<file path="src/rtl/rx_if.sv">
// Byte-stream bundle between the serial receiver and its consumer, plus the serial line itself.
interface rx_if;
    logic       rxd;
    logic [7:0] data;
    logic       valid;
    logic       ready;
    logic       frame_err;
    logic       overrun;
    logic       busy;

    // valid/ready: a byte moves on every rising edge where valid && ready; data is stable while valid is high.
    modport master (
        input  rxd,
        input  ready,
        output data,
        output valid,
        output frame_err,
        output overrun,
        output busy
    );

    modport slave (
        output rxd,
        output ready,
        input  data,
        input  valid,
        input  frame_err,
        input  overrun,
        input  busy
    );
endinterface

</file>
<file path="src/rtl/rx.sv">
// UART receiver (start 0, 8 data bits LSB first, stop 1) with a valid/ready holding register.
// Define RX_SYNC_EN to pass rxd through a 2-flop synchronizer for asynchronous pins.
module rx #(
    parameter int CLKS_PER_BIT = 1
) (
    input  logic       clk,
    input  logic       nrst,
    rx_if.master       bus,
    output logic [2:0] state_o
);
    localparam int HALF = (CLKS_PER_BIT - 1) / 2;
    localparam int CW   = (CLKS_PER_BIT > 1) ? $clog2(CLKS_PER_BIT) : 1;
    localparam logic [CW-1:0] CNT_BIT  = CW'(CLKS_PER_BIT - 1);
    localparam logic [CW-1:0] CNT_HALF = CW'((HALF > 0) ? HALF - 1 : 0);

    localparam logic [2:0] S_IDLE  = 3'd0;
    localparam logic [2:0] S_START = 3'd1;
    localparam logic [2:0] S_DATA  = 3'd2;
    localparam logic [2:0] S_STOP  = 3'd3;
    localparam logic [2:0] S_BREAK = 3'd4;

    logic rxd_s;

`ifdef RX_SYNC_EN
    logic [1:0] sync_q;
    always_ff @(posedge clk or negedge nrst) begin
        if (!nrst) sync_q <= 2'b11;
        else       sync_q <= {sync_q[0], bus.rxd};
    end
    assign rxd_s = sync_q[1];
`else
    assign rxd_s = bus.rxd;
`endif

    logic [2:0]    state_q, state_d;
    logic [CW-1:0] cnt_q, cnt_d;
    logic [2:0]    bitn_q, bitn_d;
    logic [7:0]    shift_q, shift_d;
    logic [7:0]    data_q, data_d;
    logic          valid_q, valid_d;
    logic          ferr_q, ferr_d;
    logic          ovr_q, ovr_d;

    always_comb begin
        state_d = state_q;
        cnt_d   = cnt_q;
        bitn_d  = bitn_q;
        shift_d = shift_q;
        data_d  = data_q;
        valid_d = valid_q;
        ferr_d  = 1'b0;
        ovr_d   = ovr_q;

        if (valid_q && bus.ready) begin
            valid_d = 1'b0;
            ovr_d   = 1'b0;
        end

        case (state_q)
            S_IDLE: begin
                if (!rxd_s) begin
                    if (HALF == 0) begin
                        state_d = S_DATA;
                        cnt_d   = CNT_BIT;
                        bitn_d  = 3'd0;
                    end else begin
                        state_d = S_START;
                        cnt_d   = CNT_HALF;
                    end
                end
            end
            S_START: begin
                if (cnt_q != '0) begin
                    cnt_d = cnt_q - 1'b1;
                end else if (!rxd_s) begin
                    state_d = S_DATA;
                    cnt_d   = CNT_BIT;
                    bitn_d  = 3'd0;
                end else begin
                    state_d = S_IDLE;
                end
            end
            S_DATA: begin
                if (cnt_q != '0) begin
                    cnt_d = cnt_q - 1'b1;
                end else begin
                    shift_d = {rxd_s, shift_q[7:1]};
                    cnt_d   = CNT_BIT;
                    if (bitn_q == 3'd7) state_d = S_STOP;
                    else                bitn_d  = bitn_q + 3'd1;
                end
            end
            S_STOP: begin
                if (cnt_q != '0) begin
                    cnt_d = cnt_q - 1'b1;
                end else if (rxd_s) begin
                    // A byte consumed on this same edge frees the register for the new one.
                    if (!valid_q || bus.ready) begin
                        data_d  = shift_q;
                        valid_d = 1'b1;
                    end else begin
                        ovr_d = 1'b1;
                    end
                    state_d = S_IDLE;
                end else begin
                    ferr_d  = 1'b1;
                    state_d = S_BREAK;
                end
            end
            S_BREAK: begin
                if (rxd_s) state_d = S_IDLE;
            end
            default: state_d = S_IDLE;
        endcase
    end

    always_ff @(posedge clk or negedge nrst) begin
        if (!nrst) begin
            state_q <= S_IDLE;
            cnt_q   <= '0;
            bitn_q  <= 3'd0;
            shift_q <= 8'h00;
            data_q  <= 8'h00;
            valid_q <= 1'b0;
            ferr_q  <= 1'b0;
            ovr_q   <= 1'b0;
        end else begin
            state_q <= state_d;
            cnt_q   <= cnt_d;
            bitn_q  <= bitn_d;
            shift_q <= shift_d;
            data_q  <= data_d;
            valid_q <= valid_d;
            ferr_q  <= ferr_d;
            ovr_q   <= ovr_d;
        end
    end

    assign bus.data      = data_q;
    assign bus.valid     = valid_q;
    assign bus.frame_err = ferr_q;
    assign bus.overrun   = ovr_q;
    assign bus.busy      = (state_q != S_IDLE);
    assign state_o       = state_q;
endmodule
</file>
<file path="src/flat_wrapper.sv">
// flat-port wrapper written by rule: the top's interface ports become plain ports
module rx_flat 
#(
    parameter int CLKS_PER_BIT = 1
)
  (clk, nrst, state_o, bus_rxd, bus_ready, bus_data, bus_valid, bus_frame_err, bus_overrun, bus_busy);
  rx_if bus_i ();
  input  logic clk;
  input  logic nrst;
  output logic [2:0] state_o;
  input wire logic [$bits(bus_i.rxd)-1:0] bus_rxd;
  input wire logic [$bits(bus_i.ready)-1:0] bus_ready;
  output wire logic [$bits(bus_i.data)-1:0] bus_data;
  output wire logic [$bits(bus_i.valid)-1:0] bus_valid;
  output wire logic [$bits(bus_i.frame_err)-1:0] bus_frame_err;
  output wire logic [$bits(bus_i.overrun)-1:0] bus_overrun;
  output wire logic [$bits(bus_i.busy)-1:0] bus_busy;
  assign bus_i.rxd = bus_rxd;
  assign bus_i.ready = bus_ready;
  assign bus_data = bus_i.data;
  assign bus_valid = bus_i.valid;
  assign bus_frame_err = bus_i.frame_err;
  assign bus_overrun = bus_i.overrun;
  assign bus_busy = bus_i.busy;
  rx #(.CLKS_PER_BIT(CLKS_PER_BIT)) u_core (.clk(clk), .nrst(nrst), .bus(bus_i), .state_o(state_o));
endmodule
</file>
<file path="config.mk">
export PLATFORM = sky130hd
export DESIGN_NAME = rx_flat
export DESIGN_NICKNAME = d
export VERILOG_FILES = /design/src/rtl/rx_if.sv /design/src/rtl/rx.sv /design/src/flat_wrapper.sv
export SDC_FILE = /design/constraint.sdc
export NUM_CORES = 1
export LEC_CHECK = 0
export CAP_MARGIN = 20
export CORE_MARGIN = 8
export CORE_UTILIZATION = 50
export CTS_CLUSTER_SIZE = 16
export DETAILED_ROUTE_END_ITERATION = 16
export PLACE_DENSITY = 0.8
export SLEW_MARGIN = 20
export SYNTH_ARGS = -nofsm -noshare
export SYNTH_HDL_FRONTEND = slang
export SYNTH_SLANG_ARGS = --single-unit
</file>
<file path="constraint.sdc">
create_clock -name clk -period 1.95 [get_ports clk]
set_input_delay 0.39 -clock clk [delete_from_list [all_inputs] [get_ports clk]]
set_output_delay 0.39 -clock clk [all_outputs]
set_load 0.02 [all_outputs]
</file>
==> results of run 1 <==
==> cells by family after synthesis <==
group                    after synthesis  synth area share [%]
flip-flops                            25                 60.10
AO/OA/AOI/OAI                          6                 3.606
AND/OR/NAND/NOR                       14                 7.814
buffers and inverters                  5                 2.885
adder cells (fa/ha/maj)                2                 2.403
multiplexers                          19                 23.20
==> synthesized netlist by cell type (all sizes together) <==
cell type  number
dfrtp          25
mux2           17
a21oi           3
inv             3
nand2           3
nor2            3
buf             2
ha              2
mux2i           2
a211oi          1
and2            1
and4b           1
nand3b          1
nor2b           1
nor3            1
nor3b           1
nor4b           1
o21a            1
o21bai          1
or3             1
==> registers in the layout (all words and copies together) (netlist names) <==
name and cells:
u_core.bus.data 8, u_core.bus.overrun 1, u_core.bus.valid 1, u_core.state_o 3, u_core.bitn_q 3, u_core.shift_q 8, u_core.bus.frame_err 1
==> power by group <==
part / leakage (nW) / switching (W) / internal, W
Combinational: 0.270 / 0.000509 / 0.000639
Clock: 0.0150 / 0.000143 / 0.0000801
Sequential: 0.310 / 0.000145 / 0.000754
==> critical path: stages, from the launching register on <==
cell	delay, ns
dfrtp_1	0.39
buf_4	0.15
clkdlybuf4s50_1	0.61
==> path summary, 6_finish.rpt <==
path / start / end / slack, ns / depth (start not counted)
worst max register to register: u_core.bitn_q[0]$_DFFE_PN0P_ / u_core.bitn_q[0]$_DFFE_PN0P_ / 0.15 / 5
worst min-delay path: nrst / u_core.state_o[1]$_DFFE_PN0P_ / 0.41 / 2
min in group clk: u_core.bus.valid$_DFF_PN0_ / u_core.bus.overrun$_DFF_PN0_ / 0.51 / 1
worst max-delay path: u_core.state_o[0]$_DFFE_PN0P_ / state_o[0] / 0.09 / 2
worst min register to register: u_core.bus.valid$_DFF_PN0_ / u_core.bus.overrun$_DFF_PN0_ / 0.51 / 1
max in group asynchronous: nrst / u_core.bus.data[4]$_DFFE_PN0P_ / 1.30 / 2
==> routing by layer <==
| layer | up-vias | global-route usage [%] | part of all wire, % |
|---|---|---|---|
| li1 | 303 | - | - |
| met1 | 335 | 13.06 | 40 |
| met2 | 17 | 20.83 | 52 |
| met3 | 5 | 2.296 | 4.5 |
| met4 | 0 | 8.766 | 3.0 |
| met5 | - | 0 | 0 |
==> cell usage in the layout (no fill, tap or decap) <==
cell type	instances
dfrtp_1	25
clkdlybuf4s50_1	17
mux2_2	9
mux2_4	8
buf_4	6
nor2_1	3
a21oi_1	3
inv_1	3
nand2_1	3
clkbuf_4	3
mux2i_1	2
ha_1	2
or3_2	1
nand3b_1	1
and4b_1	1
o21bai_1	1
nor3b_1	1
o21a_1	1
and2_1	1
nor2b_1	1
a211oi_1	1
nor4b_1	1
nor3_1	1
clkbuf_1	1
clkbuf_2	1
buf_12	1
==> area by class of cell <==
type,count,area share [%]
clock buffer,4,1.987
multi-input combinational,41,29.14
sequential,25,47.30
tap,27,2.554
inverter,3,0.8515
timing repair buffer,25,18.16
==> through the flow <==
step                worst slack (ns)  hold slack [ns]  util [%]  power, W  instance area, µm²
floorplan                     0.3870          0.09441         -  0.001624                1041
global placement              0.1059           0.4885     66.33  0.002008                1301
detailed placement           0.08460           0.4984     66.33  0.002084                1301
CTS                         0.001192           0.4130     67.60  0.002311                1326
global route                 0.01224           0.4168     67.41  0.002429                1323
finish                       0.09457           0.4053     67.41  0.002271                1323
==> repair_timing <==
action	CTS	global route
gates resized for setup	1	2
setup endpoints to repair	1	1
endpoints found under the hold margin	0	0
==> flow_metrics.tcl, run 1 <==
set metrics [dict create \
    outcome "complete, no violations" \
    worst_ep_required_time_ns 1.56 \
    groute.usage.overall_pct 12.18 \
    cts_hold_buf 0 \
    drv_cap 0 \
    hold_viol_final 0 \
    ys_ff_latch 25 \
    dpl.hpwl_mm 1.493 \
    grt-ovfl-total 0 \
    end_kind "primary output" \
    finalNetCount 105 \
    worstSetupPathType "flip-flop to primary output" \
    fmax_ghz 0.5390 \
    yosysWarnings 0 \
    insertion_delay_ns 0.32 \
    cts_max_path_buffers 2 \
    drt_wl_total_mm 1.975 \
    grt_max_degree 26 \
    place_inst 121 \
    multi_input_area_um2 385.4 \
    path_max_fanout 7 \
    num_antenna_cells 0 \
    avgRoutedWirePerCell_um 15.80 \
    syn_nets 77 \
    synthesis.area_mm2 0.001041 \
    yosys.area.top_type "dfrtp_1" \
    min_period_ns 1.855 \
    grt_pass1_vias 668 \
    synth_area_per_cell_um2 14.66 \
    antenna_found_initial 0 \
    clk_pin_slew_ns 0.13 \
    route.detailed.drc 0 \
    cts.sinks 25 \
    finalClockSkew_ns 0.009063 \
    globalplace.congestion 0.7670 \
    portBuffers 18 \
    rows 16 \
    worst_slew_pin_slew_ns 0.4706 \
    tritoncts "yes" \
    syn_inst 71 \
    synth_cell_types 22 \
    dieWidth_um 61.63 \
    final.period_utilization_pct 95.15 \
    drive_above_1_share_pct 29.59 \
    ant_nets 0 \
    synthTopCellsByArea "dfrtp_1 (60%), mux2_4 (12%), mux2_2 (9.7%), ha_1 (2.4%), mux2i_1 (1.9%)" \
    powerDensity_mw_per_mm2 1717 \
    area_delta_synth_final_pct 27.04 \
    cts_setup_buffers 0 \
    setup_viol 0 \
    dr.first_iter.drc_count 5 \
    worst_ep_arrival_time_ns 1.47 \
    relSlewSlack_pct 68.56 \
    synth_top_cell_area_share_pct 60.10 \
    die_h_um 61.63 \
    vdd_drop_max_uv 884.6 \
    post_drt_via_cell_ratio 5.280 \
    htreeDepth 1 \
    core_mm2 0.001962 \
    hp-class "input port to asynchronous set/reset pin" \
    rsz0062_at_grt "no" \
    cts_buffers 3 \
    ios 19 \
    finalNonFillerCells 125 \
    initial_core_util_pct 53.06 \
    cts-root-buf "clkbuf_4" \
    p_leak_nw 0.5946 \
    start_kind "flip-flop" \
    firstDrtPassIters 4 \
    fillers 160 \
    ff_latch_area_um2 625.6 \
    vias 660 \
    drv_slew 0 \
    grt_pass1_wl_mm 3.229 \
    ys_seq_area_share_pct 60.10 \
    dieArea_mm2 0.003798 \
    timing.setup.tns_ns 0 \
]
No activity file was read; power rests on OpenSTA's default activity.
==> run 2: changes to the inputs <==
CORE_MARGIN = default   (was 8)
CORE_UTILIZATION = 53   (was 50)
CTS_BUF_LIST = sky130_fd_sc_hd__clkbuf_8   (was default)
PLACE_DENSITY = 0.84   (was 0.8)
==> flow_metrics.tcl, run 2 (synthesized netlist as in run 1, its figures left out) <==
set metrics [dict create \
    groute.usage.overall_pct 19.30 \
    worstSetupPathType "flip-flop to primary output" \
    drv_cap 0 \
    min_period_ns 1.824 \
    grt_max_degree 26 \
    crit_start "u_core.state_o[1]$_DFFE_PN0P_" \
    tritoncts "yes" \
    cts-root-buf "clkbuf_8" \
    dieWidth_um 46.32 \
    firstDrtPassIters 4 \
    area_delta_synth_final_pct 29.33 \
    portBuffers 18 \
    place_inst 119 \
    ctsResizeCount 1 \
    drive_above_1_share_pct 29.59 \
    timing.setup.tns_ns 0 \
    num_antenna_cells 0 \
    finalNonFillerCells 123 \
    final_area_mm2 0.001346 \
    avgRoutedWirePerCell_um 13.46 \
    globalplace.congestion 0.7152 \
    crit_end "bus_busy" \
    rsz0062_at_grt "no" \
    critPathSlowestCell "or3_2" \
    finalClockSkew_ns 0.003986 \
    p_leak_nw 0.6006 \
    setup_viol 0 \
    cts_max_path_buffers 2 \
    grt-ovfl-total 0 \
    dr.first_iter.drc_count 3 \
    layout_commonest_cell "dfrtp_1" \
    r2r_start "u_core.bitn_q[0]$_DFFE_PN0P_" \
    ios 19 \
    hold_viol_final 0 \
    dpl.hpwl_mm 1.189 \
    worst_ep_arrival_time_ns 1.43 \
    rows 15 \
    route.detailed.drc 0 \
    initial_core_util_pct 58.39 \
    crit_chain "or3_2 > dlygate4sd2_1" \
    finalNetCount 105 \
    grt_pass1_wl_mm 2.822 \
    fmax_ghz 0.5482 \
    cts.sinks 25 \
    rrSetupSlack_ns 0.28 \
    dieArea_mm2 0.002146 \
    worst_slew_pin_slew_ns 0.3461 \
    drv_slew 0 \
    clk_pin_slew_ns 0.08 \
    cts_setup_buffers 0 \
    antenna_found_initial 0 \
    cts_buffers 3 \
    die_h_um 46.32 \
    path_max_fanout 2 \
    relSlewSlack_pct 76.60 \
    dpl_cell_area_mm2 0.001299 \
    ant_nets 0 \
    critical_path.max_stage_delay_ns 0.46 \
    vdd_drop_max_uv 972.7 \
    core_mm2 0.001783 \
    r2r-end "u_core.bitn_q[0]$_DFFE_PN0P_" \
    final.period_utilization_pct 93.54 \
    powerDensity_mw_per_mm2 1724 \
    grt_pass1_vias 603 \
    vias 631 \
    post_drt_via_cell_ratio 5.130 \
    hp-class "input port to asynchronous set/reset pin" \
    insertion_delay_ns 0.27 \
    mostFrequentLayoutCells "dfrtp_1 (25), clkdlybuf4s50_1 (17), mux2_2 (9)" \
    r2r_cells 5 \
    outcome "complete, no violations" \
    end_kind "primary output" \
    start_kind "flip-flop" \
    cts_hold_buf 0 \
    worst_ep_required_time_ns 1.56 \
    drt_wl_total_mm 1.656 \
    htreeDepth 1 \
]
==> run 2: changes by cell type in the layout (fill, tap and decap cells not counted) <==
cell / previous run / this run
clkbuf_2: 1 / 0
clkbuf_1: 1 / 0
clkbuf_8: 0 / 3
dlygate4sd2_1: 0 / 1
clkbuf_4: 3 / 0
clkinvlp_4: 0 / 1
==> run 2: critical path: cells and delay by family (launching register included) <==
family / cells / cell delay [ns]
flops: 1 / 0.38
buf+inv: 1 / 0.33
simple gates: 1 / 0.46
==> run 2: per-layer routing <==
metal	part of all wire, %	up-vias	track usage [%]
met5	0	-	0
met4	0.97	0	5.294
met3	3.1	2	4.706
met2	48	13	29.44
met1	48	315	27.39
li1	-	301	-
==> run 2: through the flow <==
step                      setup slack (ns)  hold WS (ns)  total power [W]  util [%]
after floorplan                     0.3870       0.09441         0.001624         -
after global placement              0.1133        0.4832         0.001999     72.84
after detailed placement           0.08108        0.4920         0.002046     72.84
after CTS                           0.1119        0.4851         0.002359     75.51
after global routing               0.09596        0.5141         0.002484     75.51
final                               0.1260        0.4807         0.002321     75.51
==> run 2: how the worst min path moves through the flow <==
stage	startpoint	end	cells past startpoint
global route	nrst	u_core.bus.data[7]$_DFFE_PN0P_	2
finish	nrst	u_core.state_o[2]$_DFFE_PN0P_	2
floorplan	nrst	u_core.bitn_q[0]$_DFFE_PN0P_	0
detailed placement	u_core.shift_q[0]$_DFFE_PN0P_	u_core.bus.data[0]$_DFFE_PN0P_	1
global placement	u_core.bus.valid$_DFF_PN0_	u_core.bus.overrun$_DFF_PN0_	1
CTS	nrst	u_core.bus.overrun$_DFF_PN0_	2
==> run 2: power breakdown <==
| part | switching, W | internal, W |
|---|---|---|
| Combinational | 0.000478 | 0.000638 |
| Sequential | 0.000146 | 0.000756 |
| Clock | 0.000159 | 0.000145 |
| Total | 0.000783 | 0.00154 |
==> run 2: cell type report <==
cell class,count,area [µm²]
multi-input combinational,41,385.4
fill,117,436.7
clock inverter,1,7.507
timing repair buffer,25,244.0
tap,25,31.28
clock buffer,3,41.29
sequential,25,625.6
inverter,3,11.26
==> run 3: changes to the inputs <==
CORE_UTILIZATION = 50   (was 53)
CTS_BUF_LIST = default   (was sky130_fd_sc_hd__clkbuf_8)
GPL_ROUTABILITY_DRIVEN = 0   (was default)
PLACE_DENSITY = 0.8   (was 0.84)
==> flow_metrics.tcl, run 3 (synthesized netlist as in run 1, its figures left out) <==
set metrics [dict create \
    outcome "complete, no violations" \
    die_h_um 47.63 \
    drt_wl_total_mm 1.769 \
    timing.setup.tns_ns 0 \
    num_antenna_cells 0 \
    total_power_w 0.002254 \
    hp-class "input port to asynchronous set/reset pin" \
    drive_above_1_share_pct 29.59 \
    min_period_ns 1.875 \
    layout_commonest_cell "dfrtp_1" \
    area_delta_synth_final_pct 28.13 \
    portBuffers 18 \
    grt_pass1_wl_mm 2.691 \
    start_kind "flip-flop" \
    rsz0062_at_grt "no" \
    post_drt_via_cell_ratio 5.184 \
    worstSetupPathType "flip-flop to primary output" \
    grt-ovfl-total 0 \
    relSlewSlack_pct 79.34 \
    vdd_drop_max_uv 860.4 \
    final_core_utilization_pct 67.98 \
    mostFrequentLayoutCells "dfrtp_1 (25), clkdlybuf4s50_1 (17), mux2_2 (9)" \
    path_max_fanout 2 \
    dieWidth_um 47.63 \
    cts.sinks 25 \
    cts_hold_buf 0 \
    p_leak_nw 0.5983 \
    htreeDepth 1 \
    fmax_ghz 0.5334 \
    dr.first_iter.drc_count 3 \
    r2r_start "u_core.bitn_q[0]$_DFFE_PN0P_" \
    final.period_utilization_pct 96.13 \
    vias 648 \
    finalClockSkew_ns 0.006436 \
    dpl_cell_area_mm2 0.001301 \
    tritoncts "yes" \
    drv_cap 0 \
    groute.usage.overall_pct 17.31 \
    finalNonFillerCells 125 \
    avgRoutedWirePerCell_um 14.15 \
    grt_max_degree 26 \
    dieArea_mm2 0.002269 \
    end_kind "primary output" \
    worst_slew_pin_slew_ns 0.3099 \
    finalNetCount 105 \
    powerDensity_mw_per_mm2 1690 \
    firstDrtPassIters 4 \
    clk_pin_slew_ns 0.13 \
    cts-root-buf "clkbuf_4" \
    final_area_mm2 0.001334 \
    ant_nets 0 \
    grt_pass1_vias 605 \
    rows 16 \
    insertion_delay_ns 0.30 \
    cts_buffers 3 \
    worst_ep_required_time_ns 1.56 \
    cts_max_path_buffers 2 \
    setup_viol 0 \
    place_inst 121 \
    hold_viol_final 0 \
    initial_core_util_pct 53.06 \
    ios 19 \
    dpl.hpwl_mm 1.319 \
    antenna_found_initial 0 \
    core_mm2 0.001962 \
    route.detailed.drc 0 \
    drv_slew 0 \
    crit_start "u_core.state_o[1]$_DFFE_PN0P_" \
    worst_ep_arrival_time_ns 1.48 \
]
run 3: timing repair:
item                       4_1_cts  5_1_grt
setup buffers                    0        0
cloned                           0        0
resized for setup                1        2
setup endpoints to repair        1        2
run 3: metal layers:
layer | wire, µm | up-vias | share of wire [%] | GRT usage [%]
li1 | - | 303 | - | -
met1 | 760 | 331 | 43 | 20.24
met2 | 954 | 12 | 54 | 31.51
met3 | 39 | 2 | 2.2 | 3.774
met4 | 14 | 0 | 0.79 | 5.556
met5 | 0 | - | 0 | 0
run 3: report_power, final:
part	switching [W]	total, W	internal (W)
clock	0.000136	0.000216	0.0000796
combinational	0.000493	0.00114	0.000649
sequential	0.000143	0.000897	0.000754
run 3: layout make-up:
class                      instances  area, µm²
fill                             154      628.1
sequential                        25      625.6
multi-input combinational         41      391.6
timing repair buffer              25      245.2
tap                               27      33.78
clock buffer                       4      26.28
inverter                           3      11.26
run 3: metrics by stage:
stage	hold slack (ns)	setup WS, ns
floorplan	0.09441	0.3870
global placement	0.4872	0.1006
detailed placement	0.4978	0.07193
CTS	0.4309	0.02713
global route	0.4343	0.02311
finish	0.4313	0.07538
run 3: final timing paths:
kind | endpoint | slack [ns] | cells past startpoint
worst max-delay path | bus_busy | 0.08 | 2
worst min-delay path | u_core.state_o[1]$_DFFE_PN0P_ | 0.43 | 2
worst max register to register | u_core.bitn_q[0]$_DFFE_PN0P_ | 0.30 | 5
worst min register to register | u_core.bus.overrun$_DFF_PN0_ | 0.52 | 1
max in group asynchronous | u_core.shift_q[6]$_DFFE_PN0P_ | 1.28 | 2
min in group clk | u_core.bus.overrun$_DFF_PN0_ | 0.52 | 1
run 3: worst max-delay path, stage by stage, from the launching register on:
cell             delay, ns
dfrtp_1               0.41
or3_2                 0.48
clkdlybuf4s15_1       0.30
